===== config.mk =====
export PLATFORM = sky130hd
export DESIGN_NAME = regfile_wb_arbiter_flat
export DESIGN_NICKNAME = d
export VERILOG_FILES = /design/src/rtl/regfile_wb_arbiter_if.sv /design/src/rtl/regfile_wb_arbiter.sv /design/src/flat_wrapper.sv
export SDC_FILE = /design/constraint.sdc
export NUM_CORES = 1
export LEC_CHECK = 0
export CORE_ASPECT_RATIO = 1.25
export CORE_MARGIN = 2
export CORE_UTILIZATION = 30
export DETAILED_ROUTE_END_ITERATION = 16
export HOLD_SLACK_MARGIN = 0.03
export SLEW_MARGIN = 20
export SYNTH_ARGS = -nofsm -noshare
export SYNTH_HDL_FRONTEND = slang
export SYNTH_SLANG_ARGS = --single-unit
export TNS_END_PERCENT = 50

===== constraint.sdc =====
create_clock -name clk -period 2.6 [get_ports clk]
set_input_delay 0.52 -clock clk [delete_from_list [all_inputs] [get_ports clk]]
set_output_delay 0.52 -clock clk [all_outputs]
set_load 0.01 [all_outputs]

===== src/rtl/regfile_wb_arbiter_if.sv =====
// Writeback bus between the EXE/LSU requesters, decode and the regfile
// write-port arbiter. The master side drives requests; the slave side is the
// arbiter that owns the regfile write port.
interface regfile_wb_arbiter_if #(
  parameter int REG_COUNT  = 32,
  parameter int ADDR_WIDTH = 5,
  parameter int XLEN       = 32
);
  // EXE writeback request
  logic                  exe_valid;
  logic                  exe_ready;
  logic [ADDR_WIDTH-1:0] exe_addr;
  logic [XLEN-1:0]       exe_data;
  // LSU load writeback request
  logic                  lsu_valid;
  logic                  lsu_ready;
  logic [ADDR_WIDTH-1:0] lsu_addr;
  logic [XLEN-1:0]       lsu_data;
  // Load issue / flush / decode hazard query
  logic                  issue_load_en;
  logic [ADDR_WIDTH-1:0] issue_load_addr;
  logic                  flush;
  logic [ADDR_WIDTH-1:0] rs1_addr;
  logic [ADDR_WIDTH-1:0] rs2_addr;
  logic                  hazard;
  logic [REG_COUNT-1:0]  pending;
  // Regfile write port
  logic                  dest_en;
  logic [ADDR_WIDTH-1:0] dest_addr;
  logic [XLEN-1:0]       dest_data;

  modport master (
    output exe_valid, exe_addr, exe_data,
    output lsu_valid, lsu_addr, lsu_data,
    output issue_load_en, issue_load_addr, flush, rs1_addr, rs2_addr,
    input  exe_ready, lsu_ready, hazard, pending,
    input  dest_en, dest_addr, dest_data
  );

  modport slave (
    input  exe_valid, exe_addr, exe_data,
    input  lsu_valid, lsu_addr, lsu_data,
    input  issue_load_en, issue_load_addr, flush, rs1_addr, rs2_addr,
    output exe_ready, lsu_ready, hazard, pending,
    output dest_en, dest_addr, dest_data
  );
endinterface


===== src/rtl/regfile_wb_arbiter.sv =====
// Regfile write-port arbiter: shares the single integer regfile write port
// between EXE and LSU, tracks outstanding loads for decode hazards and keeps
// EXE writes ordered behind an older load to the same register.
module regfile_wb_arbiter #(
  parameter int REG_COUNT    = 32,
  parameter int ADDR_WIDTH   = 5,
  parameter int XLEN         = 32,
  parameter int STARVE_LIMIT = 4
) (
  input  logic               clk,
  input  logic               rst_n,
  regfile_wb_arbiter_if.slave io_wb
);
  localparam int CNT_W = $clog2(STARVE_LIMIT + 1);
  localparam logic [CNT_W-1:0] CNT_MAX = CNT_W'(STARVE_LIMIT);

  logic [REG_COUNT-1:1]  r_pending;
  logic [REG_COUNT-1:0]  w_pending;
  logic [CNT_W-1:0]      r_starve_cnt;
  logic [CNT_W-1:0]      w_starve_cnt_next;
  logic                  r_dest_en;
  logic [ADDR_WIDTH-1:0] r_dest_addr;
  logic [XLEN-1:0]       r_dest_data;

  logic w_exe_blocked;
  logic w_force_exe;
  logic w_exe_ready;
  logic w_lsu_ready;
  logic w_exe_accept;
  logic w_lsu_accept;
  logic w_wr_valid;
  logic [ADDR_WIDTH-1:0] w_wr_addr;
  logic [XLEN-1:0]       w_wr_data;

  // x0 never has an outstanding load.
  assign w_pending = {r_pending, 1'b0};

  assign w_exe_blocked = (io_wb.exe_addr != '0) && w_pending[io_wb.exe_addr];
  assign w_force_exe   = (r_starve_cnt == CNT_MAX) && io_wb.exe_valid && !w_exe_blocked;

  // Arbitration: LSU wins by default; EXE is forced once it has starved long enough.
  always_comb begin
    w_exe_ready = 1'b0;
    w_lsu_ready = 1'b0;
    if (w_force_exe) begin
      w_exe_ready = 1'b1;
    end else begin
      w_lsu_ready = io_wb.lsu_valid;
      w_exe_ready = io_wb.exe_valid && !w_exe_blocked && !io_wb.lsu_valid;
    end
  end

  assign w_exe_accept = io_wb.exe_valid && w_exe_ready;
  assign w_lsu_accept = io_wb.lsu_valid && w_lsu_ready;

  // Select the winning write; the two accepts are mutually exclusive.
  always_comb begin
    w_wr_valid = 1'b0;
    w_wr_addr  = io_wb.exe_addr;
    w_wr_data  = io_wb.exe_data;
    if (w_lsu_accept) begin
      w_wr_valid = io_wb.lsu_addr != '0;
      w_wr_addr  = io_wb.lsu_addr;
      w_wr_data  = io_wb.lsu_data;
    end else if (w_exe_accept) begin
      w_wr_valid = io_wb.exe_addr != '0;
    end
  end

  // Starvation counter next state: counts EXE losses to LSU, saturating.
  always_comb begin
    w_starve_cnt_next = r_starve_cnt;
    if (io_wb.flush || w_exe_accept || !io_wb.exe_valid) begin
      w_starve_cnt_next = '0;
    end else if (!w_exe_blocked && w_lsu_accept && (r_starve_cnt != CNT_MAX)) begin
      w_starve_cnt_next = r_starve_cnt + CNT_W'(1);
    end
  end

  // Starvation counter register.
  always_ff @(posedge clk or negedge rst_n) begin
    if (!rst_n) begin
      r_starve_cnt <= '0;
    end else begin
      r_starve_cnt <= w_starve_cnt_next;
    end
  end

  // Registered regfile write port; address/data only move with a real write.
  always_ff @(posedge clk or negedge rst_n) begin
    if (!rst_n) begin
      r_dest_en   <= 1'b0;
      r_dest_addr <= '0;
      r_dest_data <= '0;
    end else begin
      r_dest_en <= w_wr_valid;
      if (w_wr_valid) begin
        r_dest_addr <= w_wr_addr;
        r_dest_data <= w_wr_data;
      end
    end
  end

  // Pending-load scoreboard, one flop per architectural register above x0.
  for (genvar gi = 1; gi < REG_COUNT; gi++) begin : g_pending
    logic w_set;
    logic w_clr;
    assign w_set = io_wb.issue_load_en && (io_wb.issue_load_addr == ADDR_WIDTH'(gi));
    assign w_clr = w_lsu_accept && (io_wb.lsu_addr == ADDR_WIDTH'(gi));

    // Flush kills everything; a newly issued load outranks a same-cycle completion.
    always_ff @(posedge clk or negedge rst_n) begin
      if (!rst_n) begin
        r_pending[gi] <= 1'b0;
      end else if (io_wb.flush) begin
        r_pending[gi] <= 1'b0;
      end else if (w_set) begin
        r_pending[gi] <= 1'b1;
      end else if (w_clr) begin
        r_pending[gi] <= 1'b0;
      end
    end
  end

  assign io_wb.exe_ready = w_exe_ready;
  assign io_wb.lsu_ready = w_lsu_ready;
  assign io_wb.pending   = w_pending;
  assign io_wb.hazard    = ((io_wb.rs1_addr != '0) && w_pending[io_wb.rs1_addr]) ||
                           ((io_wb.rs2_addr != '0) && w_pending[io_wb.rs2_addr]);
  assign io_wb.dest_en   = r_dest_en;
  assign io_wb.dest_addr = r_dest_addr;
  assign io_wb.dest_data = r_dest_data;
endmodule

===== src/flat_wrapper.sv =====
// flat-port wrapper written by rule: the top's interface ports become plain ports
module regfile_wb_arbiter_flat 
#(
  parameter int REG_COUNT    = 32,
  parameter int ADDR_WIDTH   = 5,
  parameter int XLEN         = 32,
  parameter int STARVE_LIMIT = 4
)
  (clk, rst_n, io_wb_exe_valid, io_wb_exe_addr, io_wb_exe_data, io_wb_lsu_valid, io_wb_lsu_addr, io_wb_lsu_data, io_wb_issue_load_en, io_wb_issue_load_addr, io_wb_flush, io_wb_rs1_addr, io_wb_rs2_addr, io_wb_exe_ready, io_wb_lsu_ready, io_wb_hazard, io_wb_pending, io_wb_dest_en, io_wb_dest_addr, io_wb_dest_data);
  regfile_wb_arbiter_if #(.REG_COUNT(REG_COUNT), .ADDR_WIDTH(ADDR_WIDTH), .XLEN(XLEN)) io_wb_i ();
  input  logic clk;
  input  logic rst_n;
  input wire logic [$bits(io_wb_i.exe_valid)-1:0] io_wb_exe_valid;
  input wire logic [$bits(io_wb_i.exe_addr)-1:0] io_wb_exe_addr;
  input wire logic [$bits(io_wb_i.exe_data)-1:0] io_wb_exe_data;
  input wire logic [$bits(io_wb_i.lsu_valid)-1:0] io_wb_lsu_valid;
  input wire logic [$bits(io_wb_i.lsu_addr)-1:0] io_wb_lsu_addr;
  input wire logic [$bits(io_wb_i.lsu_data)-1:0] io_wb_lsu_data;
  input wire logic [$bits(io_wb_i.issue_load_en)-1:0] io_wb_issue_load_en;
  input wire logic [$bits(io_wb_i.issue_load_addr)-1:0] io_wb_issue_load_addr;
  input wire logic [$bits(io_wb_i.flush)-1:0] io_wb_flush;
  input wire logic [$bits(io_wb_i.rs1_addr)-1:0] io_wb_rs1_addr;
  input wire logic [$bits(io_wb_i.rs2_addr)-1:0] io_wb_rs2_addr;
  output wire logic [$bits(io_wb_i.exe_ready)-1:0] io_wb_exe_ready;
  output wire logic [$bits(io_wb_i.lsu_ready)-1:0] io_wb_lsu_ready;
  output wire logic [$bits(io_wb_i.hazard)-1:0] io_wb_hazard;
  output wire logic [$bits(io_wb_i.pending)-1:0] io_wb_pending;
  output wire logic [$bits(io_wb_i.dest_en)-1:0] io_wb_dest_en;
  output wire logic [$bits(io_wb_i.dest_addr)-1:0] io_wb_dest_addr;
  output wire logic [$bits(io_wb_i.dest_data)-1:0] io_wb_dest_data;
  assign io_wb_i.exe_valid = io_wb_exe_valid;
  assign io_wb_i.exe_addr = io_wb_exe_addr;
  assign io_wb_i.exe_data = io_wb_exe_data;
  assign io_wb_i.lsu_valid = io_wb_lsu_valid;
  assign io_wb_i.lsu_addr = io_wb_lsu_addr;
  assign io_wb_i.lsu_data = io_wb_lsu_data;
  assign io_wb_i.issue_load_en = io_wb_issue_load_en;
  assign io_wb_i.issue_load_addr = io_wb_issue_load_addr;
  assign io_wb_i.flush = io_wb_flush;
  assign io_wb_i.rs1_addr = io_wb_rs1_addr;
  assign io_wb_i.rs2_addr = io_wb_rs2_addr;
  assign io_wb_exe_ready = io_wb_i.exe_ready;
  assign io_wb_lsu_ready = io_wb_i.lsu_ready;
  assign io_wb_hazard = io_wb_i.hazard;
  assign io_wb_pending = io_wb_i.pending;
  assign io_wb_dest_en = io_wb_i.dest_en;
  assign io_wb_dest_addr = io_wb_i.dest_addr;
  assign io_wb_dest_data = io_wb_i.dest_data;
  regfile_wb_arbiter #(.REG_COUNT(REG_COUNT), .ADDR_WIDTH(ADDR_WIDTH), .XLEN(XLEN), .STARVE_LIMIT(STARVE_LIMIT)) u_core (.clk(clk), .rst_n(rst_n), .io_wb(io_wb_i));
endmodule

Word level (Yosys, flattened, before mapping)
Cells that the tools add are included.
- bits in read-only memories: 0
- output and inout port bits: 73
- bits of input ports: 95
- register bits after elaboration: 72
- memories: 0
- logic and storage cells: 325
- latch bits: 0
- bits in writable memories: 0
- multiplexer cells: 107
- equality and inequality tests: 64
- $lt $le $gt $ge: 3
- add/sub/neg operators: 1
- divide/modulo/power cells: 0
- multiply operators: 0
- shift-type cells: 0
- bitwise logic cells: 0
- reduce and logical (&&, ||, !) cells: 115
- operators by type and width (cell ; number):
    == test 5 bit (second input constant) ; 32
    two-way mux 1 bit ; 100
    nonzero test 3 bit ; 31
    == test 5 x 4 -> 1 bit (second input constant) ; 16
    logical AND 1 bit ; 73
    == test 5 x 3 -> 1 bit (second input constant) ; 8
    two-way mux 32 bit ; 1
    == test 5 x 2 -> 1 bit (second input constant) ; 4
    nonzero test 5 bit ; 4
    < comparator 5 x 6 -> 1 bit (second input constant) ; 3
    binary-select mux 1 bit (select 5 bit) ; 3
    == test 5 x 1 -> 1 bit (second input constant) ; 2
    two-way mux 3 bit ; 2
    two-way mux 5 bit ; 1
    adder 3 x 1 -> 3 bit (second input constant) ; 1
    == test 3 bit (second input constant) ; 1
    logical NOT 1 bit ; 3
    logical OR 1 bit ; 3
    != test 3 bit (second input constant) ; 1
    nonzero test 2 bit ; 1

Logic depth before layout (Yosys ltp)
Gate-level depths: netlist of run 1.
- depth in word-level cells: 11
- gate-level depth with buffers: 11

Least setup slack after synthesis of run 1
No wires, ideal clock.
- path kind: input -> output
- start point: input port io_wb_rs1_addr[0]
- end point: output port io_wb_hazard
- path buffers: 1
- slack: -99 ps
- cell stages on the path: 5
- arrival time: 2179 ps
- path through: clkbuf_1 > mux4_2 > mux4_2 > mux2i_1 > nand2_1
- cells in the longest elaborated chain, start to end: 4
- ends and longest elaborated chain (element ; line ; source):
    start, declared ; flat_wrapper.sv:22 ; input wire logic [$bits(io_wb_i.rs1_addr)-1:0] io_wb_rs1_addr;
    binary-select mux 1 bit (select 5 bit) ; regfile_wb_arbiter.sv:128 ; assign io_wb.hazard = ((io_wb.rs1_addr != '0) && w_pending[io_wb.rs1_addr]) ||
    two-way mux 1 bit (implied by the code) ; regfile_wb_arbiter.sv:128 ;
    logical AND 1 bit (*) ; regfile_wb_arbiter.sv:128 ;
    logical OR 1 bit (*) ; regfile_wb_arbiter.sv:128 ;
    end, declared ; flat_wrapper.sv:26 ; output wire logic [$bits(io_wb_i.hazard)-1:0] io_wb_hazard;
Every way passes the cells marked *; elsewhere a longest branch is shown, timed or not. The select of a mux whose other input is x is not followed.

Worst setup path in the final report of run 1
- start point: register u_core.r_pending (netlist bit u_core.io_wb.pending[19])
- end point: output port io_wb_hazard
- cells in the longest elaborated chain, start to end: 4
- ends and longest elaborated chain (element ; line ; source):
    start, declared ; regfile_wb_arbiter.sv:17 ; logic [REG_COUNT-1:1] r_pending;
    start signal, assigned by index ; regfile_wb_arbiter.sv:114 ; r_pending[gi] <= 1'b0;
    start signal, assigned by index ; regfile_wb_arbiter.sv:116 ; r_pending[gi] <= 1'b0;
    start signal, assigned by index ; regfile_wb_arbiter.sv:118 ; r_pending[gi] <= 1'b1;
    binary-select mux 1 bit (select 5 bit), on equally long branches ; regfile_wb_arbiter.sv:128, regfile_wb_arbiter.sv:129 ;
    two-way mux 1 bit, on equally long branches ; regfile_wb_arbiter.sv:128, regfile_wb_arbiter.sv:129 ;
    logical AND 1 bit, on equally long branches ; regfile_wb_arbiter.sv:128, regfile_wb_arbiter.sv:129 ;
    logical OR 1 bit (*) ; regfile_wb_arbiter.sv:128 ;
Marks and branches as above.

==> results of run 1 <==
## kinds of logic (layout without fill, tap and decap cells)
group                      count (synthesis)  count (layout)  share of synthesized area, %
muxes                                     73              73                          21.7
DFF                                       72              72                          38.9
other                                      1               1                        0.0809
adders and majority gates                  2               2                         0.540
buffers and inverters                     37             266                          4.43
AOI/OAI and AO/OA                        117             117                          22.0
and+or+nand+nor                          103             103                          12.4
## worst register-to-register path, delay by kind of cell (launching register included)
kind | cells | cell delay, ps
AO/OA/AOI/OAI | 3 | 840
multiplexers | 2 | 570
buffers and inverters | 3 | 500
flip-flops | 1 | 410
AND/OR/NAND/NOR | 1 | 130
## layout by cell type, fill, tap and decap left out, types with 5 or more instances in the layout
| master | netlist | routed |
|---|---|---|
| clkbuf_16 | 0 | 10 |
| clkdlybuf4s50_1 | 0 | 154 |
| mux2i_1 | 44 | 43 |
| mux4_2 | 21 | 21 |
| mux2_2 | 6 | 6 |
| a2bb2oi_2 | 20 | 25 |
| a2bb2oi_1 | 16 | 11 |
| nor2_1 | 5 | 5 |
| o21ai_0 | 34 | 34 |
| or2_2 | 36 | 36 |
| buf_6 | 1 | 7 |
| buf_4 | 4 | 62 |
| nand2_1 | 23 | 22 |
| nand2b_1 | 5 | 5 |
| nor2b_1 | 8 | 8 |
| nand3_1 | 10 | 10 |
| buf_12 | 0 | 8 |
| buf_2 | 8 | 5 |
| o311ai_1 | 1 | 7 |
| o311ai_0 | 31 | 24 |
| dfrtp_1 | 72 | 71 |
## stage by stage
stage | setup TNS [ps] | hold slack (ps)
after floorplan | -93.3 | 224
after global placement | -50850 | 487
after detailed placement | -53990 | 491
after global routing | -420 | 398
after CTS | -130 | 355
final | -104 | 331
## flip-flops by register name, indices dropped and copies added, names as in the netlist
register	count
u_core.io_wb.dest_addr	5
u_core.io_wb.dest_data	32
u_core.r_starve_cnt	3
u_core.io_wb.pending	31
u_core.io_wb.dest_en	1
## power groups by stage
stage | clock, mW | combinational (mW) | sequential [mW]
6_report | 1.40 | 0.941 | 1.28
5_1_grt | 1.46 | 1.00 | 1.29
4_1_cts | 1.42 | 0.910 | 1.27
3_5_place_dp | 0 | 0.884 | 1.29
3_3_place_gp | 0 | 0.868 | 1.29
2_1_floorplan | 0 | 0.353 | 1.32
## routing by layer
metal,GRT usage [%],wire [µm],vias to the layer above
met4,7.10,337,0
met2,32.4,8100,204
met1,23.0,6190,2212
met5,0,0,-
met3,3.90,1150,27
li1,-,-,2028
## cell type report
class                           count  share of cell area (%)
Sequential cell                    72                    23.8
Inverter                            4                   0.198
Multi-Input combinational cell    296                    36.3
Tap cell                          182                    3.01
Timing Repair Buffer              246                    32.1
Clock inverter                      4                   0.991
Clock buffer                       12                    3.52
## cell usage after synthesis (5+ instances only)
master     instances
mux4_2            21
nand2b_1           5
mux2i_1           44
buf_2              8
nand2_1           23
o21ai_0           34
a2bb2oi_1         16
or2_2             36
nor2_1             5
dfrtp_1           72
clkbuf_1          16
o311ai_0          31
nand3_1           10
nor2b_1            8
a2bb2oi_2         20
mux2_2             6
## how the worst max path moves through the flow
stage                        startpoint                         end  slack (ps)  cells after the start
2_1_floorplan         io_wb_exe_addr[0]             io_wb_lsu_ready         -90                      9
3_3_place_gp          io_wb_exe_addr[0]             io_wb_exe_ready        -850                      7
3_5_place_dp          io_wb_exe_addr[0]  u_core.io_wb.dest_data[25]        -890                     11
4_1_cts        u_core.io_wb.pending[19]                io_wb_hazard        -110                      6
5_1_grt        u_core.io_wb.pending[19]                io_wb_hazard        -160                      6
6_report       u_core.io_wb.pending[19]                io_wb_hazard         -80                      6
## repair_timing
item | in CTS | in global routing
gates resized for setup | 51 | 23
buffers inserted | 4 | 5
cloned | 4 | 2
setup endpoints to repair | 74 | 54
pin swaps | 6 | 3
endpoints found under the hold margin | 0 | 0
==> impl_results.md, run 1 <==
* Top_reg_cell synth: dfrtp_1
* Dominant cell type by area after synthesis: dfrtp_1
* Reg-to-reg slack, setup at ~40 ps
* Maximum VDD drop at between 0.0003 and 0.0004 V
* HPWL Detailed at between 10000 and 15000 µm
* Global route overflow at 0
* # IOs at 168
* Fillers at roughly 1400
* Antenna viol nets, final at 0
* CP delay by family, top: multiplexers
* Row Count at 50
* Hold Crit Class: primary input to asynchronous set/reset pin
* Outcome: finished, violations left
* Violated checks: negative setup slack
* Worst-path clk slew at around 60 ps
* Critical path arrival at around 2200 ps
* Layout cells sized above 1 at between 30% and 40%
* Slowest stage cell on the critical path: dfrtp_2
* Most used cell, CP: mux4_2
* Number of flops mapped to enable cells by yosys at 0
* Placed inst area at 0.00692 mm²
* Final Cycle Share at 103%
* DR iter-0 viols at just under 300
* YS warnings at 0
* Slew HR at about 40%
* Initial antenna violation count at 0
* Die Ht at roughly 140 µm
* Fmax achieved at between 300 and 400 MHz
* Max Clock Skew at 6.58 ps
* Area Growth Syn to Fin at 63.5%
* Synth top area share at roughly two fifths
* Diodes inserted at 0
* Core Util, Final at 50.4%
* Port bufs at around 170
* P_leak at between 3 and 4 nW
* Htree depth at 3
* Cell Count, Final, Fillers Out at just over 800
* WL/cell at just under 20 µm
* Sw Pwr at between 0.9 and 1 mW
* Final count of hold timing violations at 0
* Async SR Flop Fraction at 100%
* Slowest stage delay, CP at about 450 ps
* CTS tree: yes
* Max_cap viols at 0
* Min Tclk post-route at around 2700 ps
* Share of power burned in registers at a little over a third
* Design area at between 0.007 and 0.008 mm²
* CP bufs+invs at 2
* Largest net degree at the start of global routing at 73
* Total routed wirelength at 15800 µm
* Clk pwr share at between 30% and 40%
* Final net count at ~730
* Critical path type: flop to output pin
* Syn Area/Cell at 11.4 µm²
* Sw frac at between 20% and 30%
* R2r worst-path depth at 9
* Die area at 0.0165 mm²
* Critical Path End Type: output pin
* Area contributors post-synth: dfrtp_1 (39%), mux4_2 (10%), mux2i_1 (9.5%)
* Clk_lat worst skew at 340 ps
* PnR worst setup slack at -81.9 ps
* Worst slew pin tran at approximately 900 ps
* DRC viols at 0
* Mapped Area at 0.00463 mm²
* PwrDens at about 480 mW/mm²
* Inst Count DP at between 700 and 800
* WP data required at roughly 2100 ps
* Chip width at 115 µm
* Sequential cell area fraction in the yosys report at about 39%
* Starting Density at between 30% and 40%
* Num CTS Buffers at 9
* Worst-path maximum fanout at 3
* Placeable Area at 0.0150 mm²
* Worst R2R End: u_core.io_wb.dest_addr[4]
* DR vias at 4471
* Clock Sinks at between 70 and 80
* Final Max Tran Viols at 0
* Unrepaired setup endpoints after global routing: yes
* DRT Pass-1 Iters at 5
* Worst setup SP type: flop
* Clock Tree Root: clkbuf_16
* Cell variety after synth at between 40 and 50
* Reg2reg start: u_core.io_wb.pending[20]
* Syn Nets at roughly 500
* Logic pwr share at about a quarter
* First-pass GRT wire length at 23800 µm
* Worst path cell trace: buf_6, mux4_2, mux4_2, mux2i_1, nand2_1, buf_2
* Setup-failing EPs final at 2
* Internal power at 2.70 mW
* Area of the multi-input gates at 0.00275 mm²
* GPL Wtd Cong at between 0.8 and 0.9
* Sequential cell area at around 0.0018 mm²
* Yosys reg bits at 72
* Worst slack at placement at -890 ps
* Mapped Cells at 405
* Hold_buf cts at 0
* Via density at between 5 and 6
* Total global-route track usage at a little under a fifth
* Total power at around 3.6 mW
* Clk buf depth at 2
* Vias in the first global route at 4618
Power figures use the tool's default switching activity.
==> run 2, diff against run 1 <==
CTS_CLUSTER_SIZE = 25   (was unset)
clock period = 2.7 ns   (was 2.6 ns; I/O delays follow)
==> run 2 against run 1 <==
  * The run now ends clean
  * Clock-buffer cell count fell by 3
  * Flip-flop and latch count stayed put
  * Combinational power fell by 4.7%
  * Sequential power decreased by 4%
  * Core utilization down 1.1 points
  * Clock skew rose by 3.2 ps
  * Critical path depth is the same
  * Worst setup slack better by 100 ps
  * Clock power is 7% lower
==> impl_results.md, run 2 (synthesis results as in run 1) <==
* Outcome: finished clean
* Clk buf depth at 2 (unchanged)
* Worst path cell trace: buf_6, mux4_2, mux4_2, mux2i_1, nand2_1, buf_2
* Total routed wirelength at 16400 µm (+4.0%)
* Num CTS Buffers at 9 (unchanged)
* Area Growth Syn to Fin at 59.9%
* Final net count at 713 (-1.8%)
* Die area at 0.0165 mm² (unchanged)
* Maximum VDD drop at 0.000333 V (-6.9%)
* Port bufs at 166 (unchanged)
* Starting Density at 30.9% (unchanged)
* Slew HR at 37.7% (-1.5 points)
* Final Cycle Share at ~100%
* Global route overflow at 0 (unchanged)
* Critical path arrival at 2140 ps (-20 ps)
* CTS tree: yes
* Max_cap viols at 0 (unchanged)
* Placeable Area at 0.0150 mm² (unchanged)
* WP data required at 2160 ps (+80 ps)
* DR vias at 4386 (-1.9%)
* P_leak at 2.89 nW (-3.8%)
* Slowest stage delay, CP at 470 ps (+20 ps)
* Setup-failing EPs final at 0 (-2)
* Row Count at 50 (unchanged)
* CP bufs+invs at 2 (unchanged)
* PwrDens at 462 mW/mm² (-3.2%)
* Vias in the first global route at 4578 (-0.87%)
* Max FFs per register at 32 (unchanged)
* # IOs at 168 (unchanged)
* Final Max Tran Viols at 0 (unchanged)
* Critical Path End Type: output pin
* Worst slew pin tran at 935 ps (+22.2 ps)
* Worst-path clk slew at 60 ps (about the same)
* Critical path type: flop to output pin
* DRC viols at 0 (unchanged)
* CP delay by family, top: multiplexers
* HPWL Detailed at 11900 µm (+0.81%)
* Min Tclk post-route at roughly 2700 ps
* Via density at 5.46 (-0.31%)
* Clk_lat worst skew at 340 ps (about the same)
* Clock Tree Root: clkbuf_16
* Total power at 3.42 mW (-5.3%)
* Htree depth at 3 (unchanged)
* First-pass GRT wire length at 24400 µm (+2.4%)
* Worst slack at placement at -861 ps (+29.6 ps)
* Total global-route track usage at 19.4% (+0.56 points)
* Clock Sinks at 72 (unchanged)
* Chip width at 115 µm (unchanged)
* Largest net degree at the start of global routing at 73 (unchanged)
* Max Clock Skew at 9.74 ps (+3.16 ps)
* Commonest non-fill, non-tap cell in the layout: clkdlybuf4s50_1
* Unrepaired setup endpoints after global routing: yes
* WL/cell at 20.4 µm (+5.7%)
* GPL Wtd Cong at 0.923 (+7.0%)
* Initial antenna violation count at 0 (unchanged)
* Diodes inserted at 0 (unchanged)
* Die Ht at 143 µm (unchanged)
* Slowest stage cell on the critical path: mux4_2
* DRT Pass-1 Iters at 5 (unchanged)
* Antenna viol nets, final at 0 (unchanged)
* Most frequent cells in the layout: clkdlybuf4s50_1 (153), dfrtp_1 (72), buf_4 (47)
* Worst setup SP type: flop
* Most used cell, CP: mux4_2
* Hold Crit Class: primary input to asynchronous set/reset pin
* PnR worst setup slack at 19.1 ps (+101 ps)
* DR iter-0 viols at 244 (-17%)
* Layout cells sized above 1 at 30.6% (-2.1 points)
* Fmax achieved at ~370 MHz
* Final count of hold timing violations at 0 (unchanged)
* Worst-path maximum fanout at 4 (+1)
==> run 2: changes by cell type in the layout (fill, tap and decap cells not counted), moves of 3 or more <==
cell       previous run  this run
buf_4                62        47
buf_6                 7        11
clkbuf_8              3         0
a2bb2oi_2            25        20
o311ai_1              7        21
o311ai_0             24         9
a2bb2oi_1            11        16
==> run 2: path summary, 6_finish.rpt <==
kind / from / end / slack, ps / depth (start not counted)
worst max-delay path: u_core.io_wb.pending[19] / io_wb_hazard / 20 / 6
worst min-delay path: rst_n / u_core.io_wb.dest_data[12] / 340 / 1
worst max register to register: u_core.io_wb.pending[19] / u_core.io_wb.dest_addr[4] / 160 / 8
worst min register to register: u_core.io_wb.dest_addr[4] / u_core.io_wb.dest_addr[4] / 490 / 1
max in group asynchronous: rst_n / u_core.io_wb.pending[30] / 1750 / 1
min in group clk: u_core.io_wb.dest_addr[4] / u_core.io_wb.dest_addr[4] / 490 / 1
==> run 2: through the flow <==
stage,area (µm²),util (%),cells,TNS (ps),hold slack [ps]
finish,7410,49.4,803,0,343
global placement,6850,45.6,774,-48270,481
global route,7410,49.4,803,-89.6,440
detailed placement,6850,45.6,774,-53740,478
CTS,7250,48.3,796,0,387
floorplan,4640,-,405,-30.1,244
==> run 2: cell type report <==
type / count / area, µm²
fillers: 1369 / 7600
multi-input cells: 296 / 2760
repair buffers: 233 / 2280
flip-flops and latches: 72 / 1800
well taps: 182 / 228
clock buffers: 9 / 225
clock inverters: 7 / 96.3
inverters: 4 / 15.0
==> run 2: power by group <==
part           switching [mW]  total, mW  internal [mW]
sequential             0.0622       1.23           1.16
combinational           0.363      0.897          0.534
clock                   0.492       1.30          0.808
total                   0.918       3.42           2.51
==> run 2: layer usage <==
layer | global-route usage, % | vias to the layer above | part of all wire, %
met5 | 0 | - | 0
met4 | 7.80 | 0 | 2.4
met3 | 3.44 | 31 | 5.9
met2 | 33.4 | 189 | 51
met1 | 23.8 | 2159 | 41
li1 | - | 2007 | -
==> run 2: timing repair <==
item	in CTS	in global routing
buffers inserted	4	5
hold buffers	0	0
endpoints found under the hold margin	0	0
pin swaps	4	4
cloned	2	3
endpoints found under the setup margin	74	71
gates resized for setup	52	34
==> run 3, diff against run 2 <==
REMOVE_ABC_BUFFERS = 1   (was unset)
==> run 3 against run 2 <==
  * Maximum frequency shrank 0.63%
  * Critical path depth up 2
  * Register-to-register slack got worse by 30 ps
  * Largest cell class unchanged
  * Critical endpoint is now io_wb_lsu_ready
  * Clock skew fell by 2.8 ps
  * Cell area barely moved
==> impl_results.md, run 3 (synthesis results as in run 1) <==
* First-pass GRT wire length at 24200 µm (-0.76%)
* Initial antenna violation count at 0 (unchanged)
* WP data required at 2160 ps (about the same)
* Clk buf depth at 2 (unchanged)
* GPL Wtd Cong at 0.871 (-5.6%)
* WHS at 196 ps (-148 ps)
* Hold Crit Class: primary input to asynchronous set/reset pin
* Worst-path clk slew at 60 ps (about the same)
* CTS tree: yes
* Antenna viol nets, final at 0 (unchanged)
* Largest net degree at the start of global routing at 56 (-23%)
* Final Cycle Share at 99.9% (+0.63 points)
* Layout cells sized above 1 at 30.3% (-0.34 points)
* Final count of hold timing violations at 0 (unchanged)
* Hold_buf cts at 0 (unchanged)
* Die area at 0.0165 mm² (unchanged)
* Max_cap viols at 0 (unchanged)
* DR iter-0 viols at 188 (-23%)
* PwrDens at 445 mW/mm² (-3.6%)
* Most frequent cells in the layout: clkdlybuf4s50_1 (154), dfrtp_1 (71), buf_4 (49)
* Clock Tree Root: clkbuf_16
* DRC viols at 0 (unchanged)
* Final Max Tran Viols at 0 (unchanged)
* Worst setup SP type: primary input
* DR vias at 4306 (-1.8%)
* Core Util, Final at 49.3% (about the same)
* Global route overflow at 0 (unchanged)
* Chip width at 115 µm (unchanged)
* Max FFs per register at 32 (unchanged)
* Row Count at 50 (unchanged)
* Final net count at 711 (-0.28%)
* Slew HR at 65.1% (+27 points)
* Num CTS Buffers at 9 (unchanged)
* WL/cell at 19.6 µm (-3.9%)
* Critical path arrival at 2160 ps (+20 ps)
* Htree depth at 3 (unchanged)
* Port bufs at 166 (unchanged)
* Starting Density at 30.9% (unchanged)
* Total global-route track usage at 19.0% (-0.36 points)
* Worst slew pin tran at 524 ps (-411 ps)
* Via density at 5.38 (-1.5%)
* Setup-failing EPs final at 0 (unchanged)
* Outcome: finished clean
* Vias in the first global route at 4473 (-2.3%)
* Unrepaired setup endpoints after global routing: yes
* Fmax achieved at 371 MHz (-0.63%)
* Min Tclk post-route at 2700 ps (+17.1 ps)
* # IOs at 168 (unchanged)
* Commonest non-fill, non-tap cell in the layout: clkdlybuf4s50_1
* Maximum VDD drop at 0.000243 V (-27%)
* DRT Pass-1 Iters at 4 (-1)
* Placeable Area at 0.0150 mm² (unchanged)
* Clk_lat worst skew at 330 ps (about the same)
* Critical path type: primary input to output pin
* Diodes inserted at 0 (unchanged)
* Total routed wirelength at 15700 µm (-4.3%)
* Critical Path End Type: output pin
* Area Growth Syn to Fin at 59.9% (about the same)
* P_leak at 2.89 nW (-0.11%)
* Worst-path maximum fanout at 7 (+3)
* Clock Sinks at 72 (unchanged)
* Max Clock Skew at 6.97 ps (-2.76 ps)
* HPWL Detailed at 11600 µm (-2.1%)
* Die Ht at 143 µm (unchanged)
run 3: metal layers:
layer  track usage [%]  share of wire (%)
met1              23.1                 38
met2              32.0                 51
met3              4.03                6.8
met4              8.88                3.4
met5                 0                  0
run 3: timing repair:
| item | 4_1_cts | 5_1_grt |
|---|---|---|
| pin swaps | 7 | 3 |
| setup endpoints to repair | 74 | 64 |
| buffers inserted | 11 | 4 |
| cloned | 4 | 1 |
| hold endpoints to repair | 0 | 0 |
| resized for setup | 52 | 23 |
run 3: final cells by class:
cell class / count / area (µm²)
fillers: 1399 / 7610
multi-input cells: 296 / 2750
repair buffers: 231 / 2310
flip-flops and latches: 72 / 1800
clock buffers: 11 / 243
well taps: 182 / 228
clock inverters: 4 / 55.1
inverters: 4 / 15.0
run 3: critical path, stage by stage:
cell	delay (ps)
buf_4	130
buf_12	140
mux4_2	530
nor3_2	150
a41oi_2	80
a41oi_4	340
nor2b_1	90
buf_2	150
run 3: metrics by stage:
stage / worst slack [ps] / std cells / cell area (µm²) / total power [mW] / TNS, ps
floorplan: -6160 / 372 / 4440 / 1.60 / -337130
global placement: -866 / 769 / 6800 / 2.08 / -54520
detailed placement: -872 / 769 / 6800 / 2.09 / -55700
CTS: 7.64 / 795 / 7300 / 3.32 / 0
global route: -105 / 800 / 7410 / 3.45 / -401
finish: 2.02 / 800 / 7410 / 3.30 / 0
run 3: final timing paths:
path                                            from                        end  slack, ps  cells after the start
setup / recovery                   io_wb_exe_addr[0]            io_wb_lsu_ready          2                      8
hold / removal                                 rst_n   u_core.io_wb.pending[20]        200                      1
setup reg to reg            u_core.io_wb.pending[19]  u_core.io_wb.dest_addr[4]        130                      9
hold reg to reg            u_core.io_wb.dest_addr[4]  u_core.io_wb.dest_addr[4]        520                      1
max in group asynchronous                      rst_n  u_core.io_wb.dest_data[4]       1860                      2
min in group clk           u_core.io_wb.dest_addr[4]  u_core.io_wb.dest_addr[4]        520                      1
run 3: report_power, final:
group / switching (mW) / leakage, nW / internal [mW]
logic: 0.352 / 1.85 / 0.538
clock network: 0.443 / 0.142 / 0.738
registers: 0.0647 / 0.898 / 1.16
total: 0.860 / 2.89 / 2.44
